File: src/rtl/pipe_ctrl_pkg.sv
// Shared types for the pipeline hazard controller: mul/div FSM states,
// forwarding-select encodings and the load-use hazard predicate.
package pipe_ctrl_pkg;

    localparam int REG_ADDR_W = 5;

    typedef enum logic [1:0] {
        IDLE  = 2'd0,
        BUSY  = 2'd1,
        DRAIN = 2'd2
    } md_state_e;

    typedef enum logic [1:0] {
        FWD_RF  = 2'b00,  // operand from the register file
        FWD_WB  = 2'b01,  // operand bypassed from writeback
        FWD_MEM = 2'b10   // operand bypassed from memory
    } fwd_sel_e;

    // A load in execute whose destination feeds either decode-stage source.
    function automatic logic is_load_use(
        input logic                  mem_read,
        input logic [REG_ADDR_W-1:0] rd,
        input logic [REG_ADDR_W-1:0] rs1,
        input logic [REG_ADDR_W-1:0] rs2
    );
        return mem_read && (rd != '0) && ((rd == rs1) || (rd == rs2));
    endfunction

endpackage

File: src/rtl/pipeline_hazard_ctrl_forward_sel.sv
// Operand forwarding select for one execute-stage source register.
// The memory stage is younger than writeback, so it takes priority.
module forward_sel
    import pipe_ctrl_pkg::*;
(
    input  logic [REG_ADDR_W-1:0] rs_i,
    input  logic [REG_ADDR_W-1:0] rd_m_i,
    input  logic [REG_ADDR_W-1:0] rd_w_i,
    input  logic                  reg_write_m_i,
    input  logic                  reg_write_w_i,
    output logic [1:0]            fwd_o
);

    fwd_sel_e sel;

    // Priority mux: memory hit, then writeback hit, else register file.
    // NOTE: every always_comb output gets a default first so no path leaves it unassigned (no latch).
    always_comb begin
        sel = FWD_RF;
        if (reg_write_m_i && (rd_m_i != '0) && (rd_m_i == rs_i)) begin
            sel = FWD_MEM;
        end else if (reg_write_w_i && (rd_w_i != '0) && (rd_w_i == rs_i)) begin
            sel = FWD_WB;
        end
    end

    assign fwd_o = sel;

endmodule

File: src/rtl/pipeline_hazard_ctrl.sv
// Pipeline hazard controller: forwarding selects, load-use stall, branch
// flush, and a mul/div launch FSM (IDLE/BUSY/DRAIN) with a watchdog.
// Optional feature macro: HAZARD_PERF_EN adds saturating stall/flush
// performance counters (stall_cnt, flush_cnt).
module pipeline_hazard_ctrl
    import pipe_ctrl_pkg::*;
#(
    parameter int MD_MAX_CYCLES = 64,
    parameter int CNT_W         = 32
) (
    input  logic                  clk,
    input  logic                  reset_n,
    input  logic [REG_ADDR_W-1:0] rs1_D,
    input  logic [REG_ADDR_W-1:0] rs2_D,
    input  logic [REG_ADDR_W-1:0] rs1_E,
    input  logic [REG_ADDR_W-1:0] rs2_E,
    input  logic [REG_ADDR_W-1:0] rd_E,
    input  logic [REG_ADDR_W-1:0] rd_M,
    input  logic [REG_ADDR_W-1:0] rd_W,
    input  logic                  MemRead_E,
    input  logic                  RegWrite_M,
    input  logic                  RegWrite_W,
    input  logic                  PCSrc_E,
    input  logic                  MulDiv_E,
    input  logic                  md_done,
    output logic                  StallF,
    output logic                  StallD,
    output logic                  StallE,
    output logic                  FlushD,
    output logic                  FlushE,
    output logic [1:0]            ForwardA_E,
    output logic [1:0]            ForwardB_E,
    output logic                  md_start,
    output logic                  md_timeout
`ifdef HAZARD_PERF_EN
    ,
    output logic [CNT_W-1:0]      stall_cnt,
    output logic [CNT_W-1:0]      flush_cnt
`endif
);

    localparam int             WD_W     = (MD_MAX_CYCLES > 1) ? $clog2(MD_MAX_CYCLES) : 1;
    localparam logic [WD_W-1:0] WD_LIMIT = WD_W'(MD_MAX_CYCLES - 1);

    // CNT_W only sizes the perf counters; a non-positive width yields this
    // empty marker block so the mistake is visible in the elaborated hierarchy.
    if (CNT_W < 1) begin : g_cnt_w_invalid
    end

    md_state_e       state_q, state_d;
    logic [WD_W-1:0] wd_q, wd_d;
    logic            load_use;

    assign load_use = is_load_use(MemRead_E, rd_E, rs1_D, rs2_D);

    forward_sel u_fwd_a (
        .rs_i          (rs1_E),
        .rd_m_i        (rd_M),
        .rd_w_i        (rd_W),
        .reg_write_m_i (RegWrite_M),
        .reg_write_w_i (RegWrite_W),
        .fwd_o         (ForwardA_E)
    );

    forward_sel u_fwd_b (
        .rs_i          (rs2_E),
        .rd_m_i        (rd_M),
        .rd_w_i        (rd_W),
        .reg_write_m_i (RegWrite_M),
        .reg_write_w_i (RegWrite_W),
        .fwd_o         (ForwardB_E)
    );

    // Next-state, watchdog and hazard outputs; all control outputs forced low while in reset.
    always_comb begin
        state_d    = state_q;
        wd_d       = wd_q;
        StallF     = 1'b0;
        StallD     = 1'b0;
        StallE     = 1'b0;
        FlushD     = 1'b0;
        FlushE     = 1'b0;
        md_start   = 1'b0;
        md_timeout = 1'b0;

        unique case (state_q)
            IDLE: begin
                // A resolved branch discards the younger instructions, so
                // stalling them for a load-use would be pointless.
                if (PCSrc_E) begin
                    FlushD = 1'b1;
                    FlushE = 1'b1;
                end else if (load_use) begin
                    StallF = 1'b1;
                    StallD = 1'b1;
                    FlushE = 1'b1;
                end
                if (MulDiv_E && !PCSrc_E) begin
                    md_start = 1'b1;
                    wd_d     = '0;
                    state_d  = BUSY;
                end
            end
            BUSY: begin
                StallF = 1'b1;
                StallD = 1'b1;
                StallE = 1'b1;
                // A result on the limit cycle is still a valid completion.
                if (md_done) begin
                    state_d = DRAIN;
                end else if (wd_q == WD_LIMIT) begin
                    md_timeout = 1'b1;
                    state_d    = DRAIN;
                end else begin
                    wd_d = wd_q + WD_W'(1);
                end
            end
            DRAIN: begin
                // One free cycle lets the mul/div instruction leave execute,
                // so it cannot be launched a second time.
                state_d = IDLE;
            end
            default: begin
                state_d = IDLE;
            end
        endcase

        if (!reset_n) begin
            StallF     = 1'b0;
            StallD     = 1'b0;
            StallE     = 1'b0;
            FlushD     = 1'b0;
            FlushE     = 1'b0;
            md_start   = 1'b0;
            md_timeout = 1'b0;
        end
    end

    // FSM state and watchdog registers.
    // NOTE: sequential state uses non-blocking assignments so every register samples pre-edge values.
    always_ff @(posedge clk or negedge reset_n) begin
        if (!reset_n) begin
            state_q <= IDLE;
            wd_q    <= '0;
        end else begin
            state_q <= state_d;
            wd_q    <= wd_d;
        end
    end

`ifdef HAZARD_PERF_EN
    logic [CNT_W-1:0] stall_cnt_q, flush_cnt_q;

    // Saturating counts of fetch-stall and execute-flush cycles.
    always_ff @(posedge clk or negedge reset_n) begin
        if (!reset_n) begin
            stall_cnt_q <= '0;
            flush_cnt_q <= '0;
        end else begin
            if (StallF && (stall_cnt_q != '1)) stall_cnt_q <= stall_cnt_q + CNT_W'(1);
            if (FlushE && (flush_cnt_q != '1)) flush_cnt_q <= flush_cnt_q + CNT_W'(1);
        end
    end

    assign stall_cnt = stall_cnt_q;
    assign flush_cnt = flush_cnt_q;
`endif

endmodule

File: config.mk
export PLATFORM = sky130hd
export DESIGN_NAME = pipeline_hazard_ctrl
export DESIGN_NICKNAME = d
export VERILOG_FILES = /design/src/rtl/pipe_ctrl_pkg.sv /design/src/rtl/pipeline_hazard_ctrl_forward_sel.sv /design/src/rtl/pipeline_hazard_ctrl.sv
export SDC_FILE = /design/constraint.sdc
export NUM_CORES = 1
export LEC_CHECK = 0
export ABC_AREA = 1
export CORE_MARGIN = 8
export CORE_UTILIZATION = 62
export DETAILED_ROUTE_END_ITERATION = 6
export DONT_BUFFER_PORTS = 1
export MAX_ROUTING_LAYER = met4
export PLACE_DENSITY_LB_ADDON = 0.1
export SETUP_SLACK_MARGIN = 0.02
export SLEW_MARGIN = 0
export SYNTH_ARGS = -nofsm -noshare
export SYNTH_HDL_FRONTEND = slang
export SYNTH_SLANG_ARGS = --single-unit
File: constraint.sdc
create_clock -name clk -period 2.1 [get_ports clk]
set_clock_uncertainty 0.15 [all_clocks]
set_input_delay 0.105 -clock clk [delete_from_list [all_inputs] [get_ports clk]]
set_output_delay 0.105 -clock clk [all_outputs]
set_load 0.01 [all_outputs]
==> results of run 1 <==
[critical path, stage by stage, from the launching register on]
cell and delay, ns:
sky130_fd_sc_hd__dfrtp_1 0.39, sky130_fd_sc_hd__nor2_1 0.18, sky130_fd_sc_hd__nand3_2 0.10, sky130_fd_sc_hd__dlygate4sd3_1 0.61, sky130_fd_sc_hd__nand2_4 0.13, sky130_fd_sc_hd__clkinv_4 0.08, sky130_fd_sc_hd__nand2_1 0.07, sky130_fd_sc_hd__o21ai_2 0.05
[what timing repair did]
item	4_1_cts	5_1_grt
hold buffers	4	0
gates resized for setup	0	0
hold endpoints to repair	11	0
[final cells by class]
class / count / area share [%]
repair buffers: 4 / 3.79
multi-input cells: 117 / 63.7
well taps: 16 / 1.89
inverters: 25 / 9.59
clock buffers: 3 / 2.13
flip-flops and latches: 8 / 18.9
[cell usage after synthesis (all sizes together)]
library cell / number
ha: 1
buf: 1
clkinv: 2
nand3: 11
or2: 1
xor2: 10
inv: 23
dfrtp: 8
o21ai: 7
nor3: 5
nor2: 18
nand4: 6
xnor2: 14
mux2i: 1
a21oi: 2
nand2: 41
[power breakdown]
part	internal (mW)	switching [mW]	leakage [nW]	total (mW)
clock network	0.0656	0.0557	0.0138	0.121
registers	0.170	0.0168	0.109	0.186
logic	0.0697	0.0857	0.406	0.155
[per-layer routing]
metal / GRT usage, % / share of wire [%] / vias to the layer above
met1: 14.5 / 37 / 417
met2: 26.8 / 51 / 37
met4: 5.28 / 1.5 / 0
met5: - / 0 / -
met3: 7.31 / 10 / 5
li1: - / - / 480
[sequential cells by signal (all words and copies together) (netlist names)]
name     flops
state_q      2
wd_q         6
[stage by stage]
stage	hold WS, ns	utilization [%]	instance area, sq um
after global routing	0.0754	71.0	1060
final	0.0354	71.0	1060
after floorplan	-0.341	-	982
after detailed placement	-0.340	66.8	995
after global placement	-0.340	66.8	995
after CTS	0.0424	71.0	1060
[worst paths after layout]
kind | start | endpoint | slack, ns | cells past startpoint
worst max-delay path | state_q[0] | wd_q[2] | 0.24 | 7
worst min-delay path | reset_n | state_q[1] | 0.04 | 1
worst max register to register | state_q[0] | wd_q[2] | 0.24 | 7
worst min register to register | wd_q[1] | wd_q[1] | 0.39 | 2
max in group asynchronous | reset_n | wd_q[4] | 1.50 | 1
min in group clk | md_done | md_timeout | 0.12 | 1
[cell families (layout without fill, tap and decap cells)]
logic type	after synthesis	count (layout)	share of synthesized area, %
AOI/OAI and AO/OA	9	9	5.35
xor gates and xnor gates	24	24	21.4
adders and majority gates	1	1	1.27
buffers and inverters	26	32	11.1
DFF	8	8	20.4
muxes	1	1	1.02
and+or+nand+nor	82	82	39.5
==> PnR_summary.wiki, run 1 <==
{| class="wikitable"
! Metric !! Value
|-
| Commonest non-fill, non-tap cells in the layout || sky130_fd_sc_hd__nand2_1, sky130_fd_sc_hd__nor2_1, sky130_fd_sc_hd__xnor2_1, sky130_fd_sc_hd__inv_1, sky130_fd_sc_hd__xor2_1
|-
| H-tree levels || 1
|-
| Post-route antenna net violation count || 0
|-
| Clock-pin slew on the worst setup and hold paths || 0.05 ns
|-
| Most area-hungry cell type in the Yosys netlist || sky130_fd_sc_hd__dfrtp_1
|-
| Count of yosys warnings during synthesis || 0
|-
| RSZ-0062 raised after global routing || false
|-
| Final hold viol count || 0
|-
| Total standard cell area after synthesis || 982 sq um
|-
| CTS tree || built
|-
| Count of buffers from port buffering || 0
|-
| Number of slew-limit violations in the final report || 0
|-
| Largest net degree at the start of global routing || 9
|-
| Length of the first detailed-routing pass in iterations || 4
|-
| Data arrival, critical path || 1.86 ns
|-
| Final weighted congestion in routability-driven placement || 0.811
|-
| Total number of vias || 939
|-
| Gr usage total || 15.4%
|-
| Wirelength, routed || 2.37 mm
|-
| CTS Root Cell || sky130_fd_sc_hd__clkbuf_4
|-
| Count of maximum capacitance violations || 0
|-
| Core area || 1490 sq um
|-
| Startpoint type of the worst setup path || register
|-
| Total power || 0.463 mW
|-
| Pwr Density || 438 nW/um^2
|-
| Sequential-to-total area share from yosys stat || 20.4%
|-
| FILL cells || 122
|-
| Finish-stage setup viols || 0
|-
| Clock insertion delay at the later pin of the skew report || 0.26 ns
|-
| Ratio of cells with drive above 1 in the final layout || 15.3%
|-
| Final-layout setup total negative slack || 0 ns
|-
| Crit-path max FO || 7
|-
| Most common cell after layout, fill and taps aside || sky130_fd_sc_hd__nand2_1
|-
| Area occupied by registers || 200 sq um
|-
| Final HPWL DP || 2.06 mm
|-
| Post-synthesis net count || 195
|-
| CP Class || reg2reg
|-
| Slew @ Worst Pin || 0.435 ns
|-
| Worst setup slack before clock tree synthesis || 0.535 ns
|-
| # placed instances || 166
|-
| Multi-input gate area || 673 sq um
|-
| Worst IR drop on VDD || 363 uV
|-
| DIE HEIGHT || 55.8 um
|-
| Instance count of the mapped netlist || 151
|-
| Final net count || 203
|-
| Post-synthesis cell type count || 26
|-
| Achievable clock frequency || 0.537 GHz
|-
| Die Footprint || 3110 sq um
|-
| Share of the synthesized area in the top cell type || 20.4%
|-
| Area Growth Syn to Fin || 7.64%
|-
| Top area cells in the synthesized netlist || sky130_fd_sc_hd__dfrtp_1, sky130_fd_sc_hd__nand2_1, sky130_fd_sc_hd__xnor2_1
|-
| Req. time, crit path || 2.10 ns
|-
| Cell Rows || 14
|-
| Relative slew slack || 70.8%
|-
| Wire length of the first global-routing pass || 3.95 mm
|-
| Number of top-level design ports || 54
|-
| Antenna violations before repair || 0
|-
| DR vias/cell || 5.43
|-
| Bufs on Longest Clock Path || 2
|-
| Routed length per instance || 13.7 um
|-
| Fraction of the cycle the final worst path needs || 88.7%
|-
| Run status || completed
|-
| Post-Synthesis Mean Instance Area || 6.50 sq um
|-
| Total global routing overflow || 0
|-
| Num CTS Buffers || 3
|-
| Clk sinks || 8
|-
| Kind of end point of the critical path || register
|-
| Final critical-path required period || 1.86 ns
|-
| DRC errors left || 0
|-
| Post-CTS Setup Inserts || 0
|-
| Number of flip-flops and latches in the synthesized netlist || 8
|-
| Vias in the first global route || 964
|-
| Final antenna diode count || 0
|-
| First-iteration detailed-routing DRC count || 16
|-
| Initial cell density of the core || 66.0%
|-
| Leakage power summed over all cells || 0.528 nW
|-
| Final non-filler cell total || 173
|-
| Worst min path class || in2async
|-
| Setup WS post-layout || 0.238 ns
|-
| Chip Width || 55.8 um
|}
Note: power is estimated with default switching activity, not from simulation.
==> inputs of run 2 (changes only) <==
--- a/config.mk
+++ b/config.mk
@@ -6,10 +6,13 @@
 export NUM_CORES = 1
 export LEC_CHECK = 0
 export ABC_AREA = 1
-export CORE_MARGIN = 8
-export CORE_UTILIZATION = 62
+export BUFFER_PORTS_ARGS = -buffer_cell sky130_fd_sc_hd__buf_2
+export CELL_PAD_IN_SITES_DETAIL_PLACEMENT = 0
+export CELL_PAD_IN_SITES_GLOBAL_PLACEMENT = 1
+export CORE_ASPECT_RATIO = 2
+export CORE_MARGIN = 2
+export CORE_UTILIZATION = 29
 export DETAILED_ROUTE_END_ITERATION = 6
-export DONT_BUFFER_PORTS = 1
 export MAX_ROUTING_LAYER = met4
 export PLACE_DENSITY_LB_ADDON = 0.1
 export SETUP_SLACK_MARGIN = 0.02
==> run 2 against run 1 <==
  * Final area up 26%
  * Global-route usage down 0.17 points
  * Wire length up 16%
  * Fmax up 6.1%
  * Hold slack better by 0.023 ns
  * Clock-buffer cell count unchanged
  * Core utilization down 29 points
  * Total power up 27%
  * Via count up 19%
  * Register-to-register slack better by 0.28 ns
  * Sequential share of layout area down 3.9 points
  * Flip-flop and latch count unchanged
==> PnR_summary.wiki, run 2 (synthesis results as in run 1) <==
{| class="wikitable"
! Metric !! Value
|-
| Net switching share of the total power || 33.6% (-0.54 points)
|-
| Wire length of the first global-routing pass || 4.46 mm (+13%)
|-
| CP Class || in2out
|-
| Final critical-path required period || 1.76 ns (-0.107 ns)
|-
| Final antenna diode count || 0 (unchanged)
|-
| Chain of cells forming the critical path || dlygate4sd3_1, buf_2, inv_1, nor2_1, inv_2, nor3_1, buf_2
|-
| Max FFs per register || 6 (unchanged)
|-
| Final weighted congestion in routability-driven placement || 0.804 (-0.81%)
|-
| Data arrival, critical path || 1.50 ns (-0.36 ns)
|-
| Worst Hold Margin || 0.0581 ns (+0.0227 ns)
|-
| Run status || completed
|-
| Vias in the first global route || 1117 (+16%)
|-
| Share of power burned in the clock network || 31.1% (+4.9 points)
|-
| # placed instances || 234 (+41%)
|-
| Length of the first detailed-routing pass in iterations || 4 (unchanged)
|-
| Largest net degree at the start of global routing || 12 (+3)
|-
| Slew @ Worst Pin || 0.231 ns (-0.204 ns)
|-
| Req. time, crit path || 1.85 ns (-0.25 ns)
|-
| Relative slew slack || 84.5% (+14 points)
|-
| Count of maximum capacitance violations || 0 (unchanged)
|-
| Commonest non-fill, non-tap cells in the layout || sky130_fd_sc_hd__buf_2, sky130_fd_sc_hd__nand2_1, sky130_fd_sc_hd__nor2_1, sky130_fd_sc_hd__xnor2_1, sky130_fd_sc_hd__inv_1
|-
| Routed length per instance || 11.6 um (-16%)
|-
| Antenna violations before repair || 0 (unchanged)
|-
| Cell Rows || 29 (+15)
|-
| Area Growth Syn to Fin || 35.4%
|-
| First-iteration detailed-routing DRC count || 10 (-6)
|-
| Post-route antenna net violation count || 0 (unchanged)
|-
| Slowest library cell on the worst path || sky130_fd_sc_hd__dlygate4sd3_1
|-
| Sequential fraction of design power || 31.4% (-8.8 points)
|-
| Die Footprint || 3900 sq um (+25%)
|-
| Clock-pin slew on the worst setup and hold paths || 0.04 ns (about the same)
|-
| Startpoint type of the worst setup path || input pin
|-
| Most common cell after layout, fill and taps aside || sky130_fd_sc_hd__buf_2
|-
| Number of slew-limit violations in the final report || 0 (unchanged)
|-
| Finish-stage setup viols || 0 (unchanged)
|-
| H-tree levels || 1 (unchanged)
|-
| Bufs on Longest Clock Path || 2 (unchanged)
|-
| Family with the most delay on the worst path || buffers and inverters
|-
| Worst IR drop on VDD || 400 uV (+10%)
|-
| Power share of the combinational group || 37.4% (+3.8 points)
|-
| Num CTS Buffers || 3 (unchanged)
|-
| Setup WS post-layout || 0.344 ns (+0.107 ns)
|-
| Final non-filler cell total || 238 (+38%)
|-
| Total number of vias || 1117 (+19%)
|-
| Total global routing overflow || 0 (unchanged)
|-
| Initial cell density of the core || 30.8% (-35 points)
|-
| FILL cells || 350 (+190%)
|-
| DR vias/cell || 4.69 (-14%)
|-
| Kind of end point of the critical path || output port
|-
| DRC errors left || 0 (unchanged)
|-
| Worst setup slack before clock tree synthesis || 0.538 ns (+0.00341 ns)
|-
| Final HPWL DP || 2.49 mm (+21%)
|-
| Number of buffers and inverters on the critical path || 5 (+3)
|-
| Clock insertion delay at the later pin of the skew report || 0.23 ns (-0.03 ns)
|-
| DIE HEIGHT || 86.3 um (+55%)
|-
| Ratio of cells with drive above 1 in the final layout || 37.2% (+22 points)
|-
| Gr usage total || 15.2% (-0.17 points)
|-
| RSZ-0062 raised after global routing || false
|-
| Net switching power || 0.198 mW (+25%)
|-
| Crit-path max FO || 11 (+4)
|-
| Pwr Density || 444 nW/um^2 (+1.3%)
|-
| Leakage power summed over all cells || 0.750 nW (+42%)
|-
| Cell-internal power || 0.392 mW (+28%)
|-
| Number of top-level design ports || 54 (unchanged)
|-
| Final hold viol count || 0 (unchanged)
|-
| CTS tree || built
|-
| Count of buffers from port buffering || 53 (+53)
|-
| Worst min path class || in2reg
|-
| Final-layout setup total negative slack || 0 ns (unchanged)
|-
| Core area || 3190 sq um (+110%)
|-
| Largest reg by FF count || wd_q
|-
| Delay of the slowest cell on the worst path || 0.52 ns (-0.09 ns)
|-
| Final net count || 253 (+25%)
|-
| Fraction of the cycle the final worst path needs || 83.6% (-5.1 points)
|-
| Achievable clock frequency || 0.570 GHz (+6.1%)
|-
| Top Registers || wd_q (6), state_q (2)
|-
| Most Frequent Cell on Critical Path || sky130_fd_sc_hd__buf_2
|-
| Share of the core filled with cells in the final layout || 41.7% (-29 points)
|-
| CTS Root Cell || sky130_fd_sc_hd__clkbuf_8
|-
| Wirelength, routed || 2.75 mm (+16%)
|-
| Clk sinks || 8 (unchanged)
|-
| Chip Width || 45.2 um (-19%)
|}
-- run 2: cell types whose count changed in the layout (fill, tap and decap cells not counted) --
cell	before	now
sky130_fd_sc_hd__buf_2	0	53
sky130_fd_sc_hd__clkbuf_4	3	0
sky130_fd_sc_hd__clkbuf_8	0	3
sky130_fd_sc_hd__dlygate4sd3_1	4	1
-- run 2: routing by layer --
layer	GRT usage (%)	wire length (um)	share of wire (%)	up-vias
met4	4.28	22	0.80	0
met3	1.25	172	6.3	2
met1	14.2	929	34	493
met5	-	0	0	-
met2	30.3	1620	59	39
li1	-	-	-	583
-- run 2: final timing paths --
path	from	endpoint	slack, ns	cells after the start
worst min register to register	wd_q[1]	wd_q[1]	0.37	2
worst max register to register	wd_q[0]	wd_q[2]	0.52	9
min in group asynchronous	reset_n	state_q[0]	0.13	2
worst max-delay path	reset_n	md_timeout	0.34	7
max in group asynchronous	reset_n	wd_q[4]	1.47	2
worst min-delay path	md_done	state_q[1]	0.06	3
-- run 2: power groups by stage --
| stage | combinational, mW | sequential, mW | clock, mW |
|---|---|---|---|
| 2_1_floorplan | 0.130 | 0.184 | 0 |
| 3_3_place_gp | 0.221 | 0.188 | 0 |
| 3_5_place_dp | 0.222 | 0.187 | 0 |
| 4_1_cts | 0.225 | 0.185 | 0.188 |
| 5_1_grt | 0.248 | 0.188 | 0.195 |
| 6_report | 0.221 | 0.186 | 0.184 |
-- run 2: layout make-up --
type | count | area (sq um) | share of cell area, %
Clock buffer | 3 | 41.3 | 3.10
Inverter | 25 | 101 | 7.62
Multi-Input combinational cell | 117 | 673 | 50.6
Sequential cell | 8 | 200 | 15.1
Tap cell | 31 | 38.8 | 2.92
Timing Repair Buffer | 54 | 275 | 20.7
-- run 2: tightest hold or removal path, stage by stage --
cell and delay, ns:
sky130_fd_sc_hd__buf_2 0.10, sky130_fd_sc_hd__inv_1 0.07, sky130_fd_sc_hd__a21oi_1 0.09
-- run 2: timing repair --
action                    CTS  global route
hold buffers                1             0
setup buffers               0             0
gates resized for setup     0             0
hold endpoints to repair    8             0
-- run 2: metrics by stage --
step	cell area [sq um]	power, mW
2_1_floorplan	982	0.314
3_3_place_gp	1280	0.409
3_5_place_dp	1280	0.410
4_1_cts	1330	0.598
5_1_grt	1330	0.631
6_report	1330	0.590
